[src/rtl/control_fsm_if.sv]
// control_signals_if: control strobes from the sequencer to the datapath, and
// decode/status signals from the datapath back to the sequencer.
interface control_signals_if;
   logic       write_pc;
   logic       write_ir;
   logic       write_rd;
   logic       write_csr;
   logic       mem_read;
   logic       mem_write;
   logic       addr_sel;
   logic [1:0] rd_sel;
   logic [1:0] alu_insel1;
   logic [1:0] alu_insel2;
   logic       ialign;
   logic       invalid_inst;
   logic       invalid_csr;
   logic       mem_malign;
   logic       mem_complete_read;
   logic       mem_complete_write;
   logic [6:0] opcode;
   logic [2:0] f3;
   modport fsm (
      output write_pc, write_ir, write_rd, write_csr, mem_read, mem_write,
             addr_sel, rd_sel, alu_insel1, alu_insel2,
      input  ialign, invalid_inst, invalid_csr, mem_malign,
             mem_complete_read, mem_complete_write, opcode, f3
   );
endinterface

[src/rtl/control_fsm.sv]
// control_fsm: multi-cycle RV32I sequencer; Mealy outputs are forced to zero
// combinationally while rst is high so reset takes effect immediately.
module control_fsm (
   input  logic              clk,
   input  logic              rst,
   control_signals_if.fsm    ctrl,
   input  logic              branch_cond,
   output logic              retire,
   output logic              trap,
   output logic              halted
);
   localparam logic [6:0] OP     = 7'b0110011;
   localparam logic [6:0] OP_IMM = 7'b0010011;
   localparam logic [6:0] LUI    = 7'b0110111;
   localparam logic [6:0] AUIPC  = 7'b0010111;
   localparam logic [6:0] JAL    = 7'b1101111;
   localparam logic [6:0] JALR   = 7'b1100111;
   localparam logic [6:0] BRANCH = 7'b1100011;
   localparam logic [6:0] LOAD   = 7'b0000011;
   localparam logic [6:0] STORE  = 7'b0100011;
   localparam logic [6:0] MISC   = 7'b0001111;
   localparam logic [6:0] SYSTEM = 7'b1110011;

   typedef enum logic [2:0] {FETCH, DECODE, EXEC, MEM, NEXTPC, TRAP, HALT} state_t;
   state_t state, next;

   always_ff @(posedge clk or posedge rst)
      if (rst) state <= FETCH;
      else     state <= next;

   always_comb begin
      next            = state;
      ctrl.write_pc   = 1'b0;
      ctrl.write_ir   = 1'b0;
      ctrl.write_rd   = 1'b0;
      ctrl.write_csr  = 1'b0;
      ctrl.mem_read   = 1'b0;
      ctrl.mem_write  = 1'b0;
      ctrl.addr_sel   = 1'b0;
      ctrl.rd_sel     = 2'd0;
      ctrl.alu_insel1 = 2'd0;
      ctrl.alu_insel2 = 2'd0;
      retire          = 1'b0;
      trap            = 1'b0;
      halted          = 1'b0;
      if (!rst)
         case (state)
            FETCH:
               if (ctrl.ialign) next = TRAP;
               else begin
                  ctrl.mem_read = 1'b1;
                  ctrl.write_ir = ctrl.mem_complete_read;
                  next          = ctrl.mem_complete_read ? DECODE : FETCH;
               end
            DECODE: next = ctrl.invalid_inst ? TRAP : EXEC;
            EXEC:
               case (ctrl.opcode)
                  OP, OP_IMM, LUI, AUIPC: begin
                     ctrl.alu_insel1 = ctrl.opcode == LUI ? 2'd2 : ctrl.opcode == AUIPC ? 2'd1 : 2'd0;
                     ctrl.alu_insel2 = ctrl.opcode == OP ? 2'd0 : 2'd1;
                     ctrl.write_rd   = 1'b1;
                     next            = NEXTPC;
                  end
                  JAL, JALR: begin
                     ctrl.alu_insel1 = ctrl.opcode == JAL ? 2'd1 : 2'd0;
                     ctrl.alu_insel2 = 2'd1;
                     ctrl.write_pc   = 1'b1;
                     ctrl.rd_sel     = 2'd2;
                     ctrl.write_rd   = 1'b1;
                     retire          = 1'b1;
                     next            = FETCH;
                  end
                  BRANCH: begin
                     ctrl.alu_insel1 = 2'd1;
                     ctrl.alu_insel2 = 2'd1;
                     ctrl.write_pc   = branch_cond;
                     retire          = branch_cond;
                     next            = branch_cond ? FETCH : NEXTPC;
                  end
                  LOAD, STORE: next = MEM;
                  MISC:        next = NEXTPC;
                  SYSTEM:
                     if (ctrl.f3 == 3'd0 || ctrl.invalid_csr) next = TRAP;
                     else begin
                        ctrl.rd_sel    = 2'd3;
                        ctrl.write_rd  = 1'b1;
                        ctrl.write_csr = 1'b1;
                        next           = NEXTPC;
                     end
                  default: next = TRAP;
               endcase
            MEM: begin
               ctrl.addr_sel   = 1'b1;
               ctrl.alu_insel2 = 2'd1;
               if (ctrl.mem_malign) next = TRAP;
               else if (ctrl.opcode == LOAD) begin
                  ctrl.mem_read = 1'b1;
                  ctrl.write_rd = ctrl.mem_complete_read;
                  ctrl.rd_sel   = ctrl.mem_complete_read ? 2'd1 : 2'd0;
                  next          = ctrl.mem_complete_read ? NEXTPC : MEM;
               end else begin
                  ctrl.mem_write = 1'b1;
                  next           = ctrl.mem_complete_write ? NEXTPC : MEM;
               end
            end
            NEXTPC: begin
               ctrl.alu_insel1 = 2'd1;
               ctrl.alu_insel2 = 2'd2;
               ctrl.write_pc   = 1'b1;
               retire          = 1'b1;
               next            = FETCH;
            end
            TRAP: begin
               trap = 1'b1;
               next = HALT;
            end
            default: halted = 1'b1;
         endcase
   end
endmodule
[src/flat_wrapper.sv]
// flat-port wrapper written by rule: the top's interface ports become plain ports
module control_fsm_flat 
  (clk, rst, branch_cond, retire, trap, halted, ctrl_write_pc, ctrl_write_ir, ctrl_write_rd, ctrl_write_csr, ctrl_mem_read, ctrl_mem_write, ctrl_addr_sel, ctrl_rd_sel, ctrl_alu_insel1, ctrl_alu_insel2, ctrl_ialign, ctrl_invalid_inst, ctrl_invalid_csr, ctrl_mem_malign, ctrl_mem_complete_read, ctrl_mem_complete_write, ctrl_opcode, ctrl_f3);
  control_signals_if ctrl_i ();
  input  logic clk;
  input  logic rst;
  input  logic branch_cond;
  output logic retire;
  output logic trap;
  output logic halted;
  output wire logic [$bits(ctrl_i.write_pc)-1:0] ctrl_write_pc;
  output wire logic [$bits(ctrl_i.write_ir)-1:0] ctrl_write_ir;
  output wire logic [$bits(ctrl_i.write_rd)-1:0] ctrl_write_rd;
  output wire logic [$bits(ctrl_i.write_csr)-1:0] ctrl_write_csr;
  output wire logic [$bits(ctrl_i.mem_read)-1:0] ctrl_mem_read;
  output wire logic [$bits(ctrl_i.mem_write)-1:0] ctrl_mem_write;
  output wire logic [$bits(ctrl_i.addr_sel)-1:0] ctrl_addr_sel;
  output wire logic [$bits(ctrl_i.rd_sel)-1:0] ctrl_rd_sel;
  output wire logic [$bits(ctrl_i.alu_insel1)-1:0] ctrl_alu_insel1;
  output wire logic [$bits(ctrl_i.alu_insel2)-1:0] ctrl_alu_insel2;
  input wire logic [$bits(ctrl_i.ialign)-1:0] ctrl_ialign;
  input wire logic [$bits(ctrl_i.invalid_inst)-1:0] ctrl_invalid_inst;
  input wire logic [$bits(ctrl_i.invalid_csr)-1:0] ctrl_invalid_csr;
  input wire logic [$bits(ctrl_i.mem_malign)-1:0] ctrl_mem_malign;
  input wire logic [$bits(ctrl_i.mem_complete_read)-1:0] ctrl_mem_complete_read;
  input wire logic [$bits(ctrl_i.mem_complete_write)-1:0] ctrl_mem_complete_write;
  input wire logic [$bits(ctrl_i.opcode)-1:0] ctrl_opcode;
  input wire logic [$bits(ctrl_i.f3)-1:0] ctrl_f3;
  assign ctrl_write_pc = ctrl_i.write_pc;
  assign ctrl_write_ir = ctrl_i.write_ir;
  assign ctrl_write_rd = ctrl_i.write_rd;
  assign ctrl_write_csr = ctrl_i.write_csr;
  assign ctrl_mem_read = ctrl_i.mem_read;
  assign ctrl_mem_write = ctrl_i.mem_write;
  assign ctrl_addr_sel = ctrl_i.addr_sel;
  assign ctrl_rd_sel = ctrl_i.rd_sel;
  assign ctrl_alu_insel1 = ctrl_i.alu_insel1;
  assign ctrl_alu_insel2 = ctrl_i.alu_insel2;
  assign ctrl_i.ialign = ctrl_ialign;
  assign ctrl_i.invalid_inst = ctrl_invalid_inst;
  assign ctrl_i.invalid_csr = ctrl_invalid_csr;
  assign ctrl_i.mem_malign = ctrl_mem_malign;
  assign ctrl_i.mem_complete_read = ctrl_mem_complete_read;
  assign ctrl_i.mem_complete_write = ctrl_mem_complete_write;
  assign ctrl_i.opcode = ctrl_opcode;
  assign ctrl_i.f3 = ctrl_f3;
  control_fsm u_core (.clk(clk), .rst(rst), .ctrl(ctrl_i), .branch_cond(branch_cond), .retire(retire), .trap(trap), .halted(halted));
endmodule
[config.mk]
export PLATFORM = sky130hd
export DESIGN_NAME = control_fsm_flat
export DESIGN_NICKNAME = d
export VERILOG_FILES = /design/src/rtl/control_fsm_if.sv /design/src/rtl/control_fsm.sv /design/src/flat_wrapper.sv
export SDC_FILE = /design/constraint.sdc
export NUM_CORES = 1
export LEC_CHECK = 0
export CAP_MARGIN = 25
export CORE_MARGIN = 2
export CORE_UTILIZATION = 40
export DETAILED_ROUTE_END_ITERATION = 7
export GPL_ROUTABILITY_DRIVEN = 1
export PLACE_DENSITY_LB_ADDON = 0.25
export RECOVER_POWER = 25
export REMOVE_ABC_BUFFERS = 1
export SETUP_SLACK_MARGIN = 0.5
export SLEW_MARGIN = 25
export SYNTH_ARGS = -nofsm -noshare
export SYNTH_HDL_FRONTEND = slang
export SYNTH_SLANG_ARGS = --single-unit
[constraint.sdc]
create_clock -name clk -period 2.6 [get_ports clk]
set_clock_uncertainty 0.2 [all_clocks]
set_input_delay 0.65 -clock clk [delete_from_list [all_inputs] [get_ports clk]]
set_output_delay 0.65 -clock clk [all_outputs]
set_load 0.01 [all_outputs]
==> impl_metrics.json <==
{
  "report.final.slew_viol_count": 0,
  "worstMarginPinSlew_ns": 0.547,
  "synth_top_cell_by_area": "dfrtp_1",
  "place_ws_ns": -0.904,
  "path_clk_slew_ns": 0.05,
  "postCtsHoldBufs": 0,
  "largest_reg_flops": 3,
  "num_rows": 15,
  "yosysMostFrequentCell": "nor2_1",
  "ant_nets": 0,
  "yosysSeqAreaShare_pct": 10.4,
  "cp_top_family": "buffers and inverters",
  "drtIter0Drc": 115,
  "worstSetupStartpointType": "input pin",
  "synth_common_cells": "nor2_1 (13), a21oi_1 (10), nand2b_1 (6)",
  "utilization_pct": 96.5,
  "maxSlewHeadroom_pct": 62.6,
  "max_freq_mhz": 367,
  "required_ns": 1.75,
  "seq_area_sq_um": 76.3,
  "cts_sinks": 3,
  "drc": 0,
  "area_growth_pct": 129,
  "async_reset_ff_share_pct": 100,
  "synthCells": 102,
  "setup_viol": 8,
  "final_nets": 205,
  "multi_input_area_sq_um": 757,
  "cp.arrival_ns": 1.87,
  "critPathKind": "input pin to primary output",
  "ctsLongestPathBuffers": 2,
  "drv_cap": 0,
  "crit_slowest_cell": "nand3b_1",
  "avgSynthCellArea_sq_um": 7.05,
  "routabilityCongestion": 0.818,
  "grt_max_degree": 11,
  "drt_wl_total_um": 4970,
  "vias_per_cell": 6.77,
  "die_w_um": 46.4,
  "synth-seq-cells": 3,
  "crit_buf_inv": 4,
  "ioPinCount": 35,
  "synth-edff-count": 0,
  "hold_class": "input pin to async pin",
  "ir_worst_vdd_mv": 0.367,
  "track_usage_pct": 30.7,
  "period_minus_slack_ns": 2.72,
  "critPathMaxFanout": 6,
  "numCtsBuffers": 3,
  "grt_pass1_vias": 1155,
  "htreeDepth": 1,
  "nFillCells": 31,
  "status": "finished, violations left",
  "core_area_sq_mm": 0.00171,
  "top_register": "u_core.state",
  "netlist_area_sq_um": 719,
  "reg_top3": "u_core.state x3",
  "antenna_found_initial": 0,
  "rsz0062_at_grt": "yes",
  "min_period_over_period_pct": 105,
  "antenna_cells": 0,
  "synthFlopType": "dfrtp_1",
  "leakagePower_nw": 0.735,
  "dp_hpwl_um": 2090,
  "yosys_warnings": 0,
  "tns_ns": -0.342,
  "endpoint_kind": "primary output",
  "root_buffer": "clkbuf_4",
  "grt.overflow.total": 0,
  "via_count": 1421,
  "wire_per_inst_um": 23.7,
  "cpPeakStageDelay_ns": 0.22,
  "die_area_sq_mm": 0.00215,
  "start_util_pct": 42.1,
  "cts_tree": "done",
  "grt_pass1_wl_um": 4860,
  "dieHeight_um": 46.4,
  "synth.distinct_cells": 45,
  "ys_top_cells_by_area": "dfrtp_1 (10%), a21oi_1 (7.0%), nor2_1 (6.8%)",
  "violations": "negative setup slack",
  "final_hold_viol_count": 0,
  "cp_common_cell": "buf_6",
  "synth_top_cell_area_share_pct": 10.4,
  "clk_latency_ns": 0.24,
  "drt_first_pass_iters": 5,
  "p_per_area_mw_per_mm2": 573,
  "port_buffers": 34,
  "worst_slack_ns": -0.124,
  "drive_above_1_share_pct": 59.5,
  "crit_chain": "buf_6 > buf_6 > nand3b_1 > buf_6 > a21oi_2 > a21oi_1 > o22ai_1 > buf_2"
}
[power breakdown]
group          total, mW  switching (mW)  internal [mW]  leakage (nW)
clock network     0.0934          0.0352         0.0582        0.0150
registers          0.121          0.0477         0.0732        0.0330
logic              0.730           0.352          0.378         0.687
total              0.944           0.435          0.509         0.735
[final timing paths]
check                                              end  slack, ns                        start  cells after the start
setup / recovery                    ctrl_alu_insel2[0]      -0.12               ctrl_opcode[4]                      8
hold / removal             u_core.state[1]$_DFFE_PP0P_       0.67                          rst                      6
setup reg to reg           u_core.state[1]$_DFFE_PP0P_       0.44  u_core.state[2]$_DFFE_PP0P_                      6
hold reg to reg            u_core.state[1]$_DFFE_PP0P_       0.67  u_core.state[2]$_DFFE_PP0P_                      3
max in group asynchronous  u_core.state[0]$_DFFE_PP0P_       1.33                          rst                      6
min in group clk           u_core.state[1]$_DFFE_PP0P_       0.67  u_core.state[2]$_DFFE_PP0P_                      3
[stage by stage]
step | cell area (sq um) | cells | total power [mW] | hold WS, ns
after floorplan | 676 | 93 | 0.308 | 0.218
after global placement | 1270 | 182 | 0.570 | 0.517
after detailed placement | 1270 | 182 | 0.587 | 0.564
after CTS | 1480 | 200 | 0.737 | 0.405
after global routing | 1650 | 210 | 0.970 | 0.679
final | 1650 | 210 | 0.944 | 0.668
[worst reg2reg max path, cell delays in order (launching register included)]
cell and delay, ns:
dfrtp_1 0.44, buf_6 0.16, nand3b_1 0.23, buf_6 0.19, buf_12 0.12, or4_1 0.52
a31oi_1 0.21
[layout make-up]
cell class / count / share of cell area, %
tap: 25 / 1.90
sequential: 3 / 4.63
clock buffer: 4 / 1.59
timing repair buffer: 88 / 45.3
inverter: 3 / 0.683
multi-input combinational: 87 / 45.9
[cells by family (layout without fill, tap and decap cells)]
logic type	count (synthesis)	after routing	share of synthesized area (%)
AO/OA/AOI/OAI	31	31	29.2
flip-flops	3	3	10.4
AND/OR/NAND/NOR	54	54	49.9
buffers and inverters	12	95	7.65
multiplexers	2	2	2.78
[per-layer routing]
metal  vias to the layer above  wire (um)  part of all wire, %  global-route usage (%)
met4                         0        549                   11                    15.4
met3                        75        507                   10                    2.75
li1                        561          -                    -                       -
met2                       154       2350                   47                    58.1
met1                       631       1560                   31                    33.2
met5                         -          0                    0                       0
[cell usage in the layout, fill, tap and decap left out, drive strengths merged, types with 2 or more instances in the layout]
master	synthesis	layout
or4	2	2
nand2	5	5
o211ai	2	2
a31oi	2	2
nand3b	4	4
inv	3	3
nor3b	2	2
and3	3	3
nand2b	6	6
o22ai	4	4
buf	7	77
clkdlybuf4s50	0	3
nor2	13	13
nand3	2	2
nor3	3	3
dlygate4sd2	0	5
dfrtp	3	3
or3b	3	3
clkbuf	2	6
nor4	3	3
a21oi	10	10
mux2i	2	2
[what timing repair did]
item / CTS / global route
pin swaps: 27 / 8
buffers inserted: 14 / 10
endpoints found under the hold margin: 0 / 0
setup endpoints to repair: 19 / 17
gates resized for setup: 154 / 18
(Power assumes the default switching activity.)
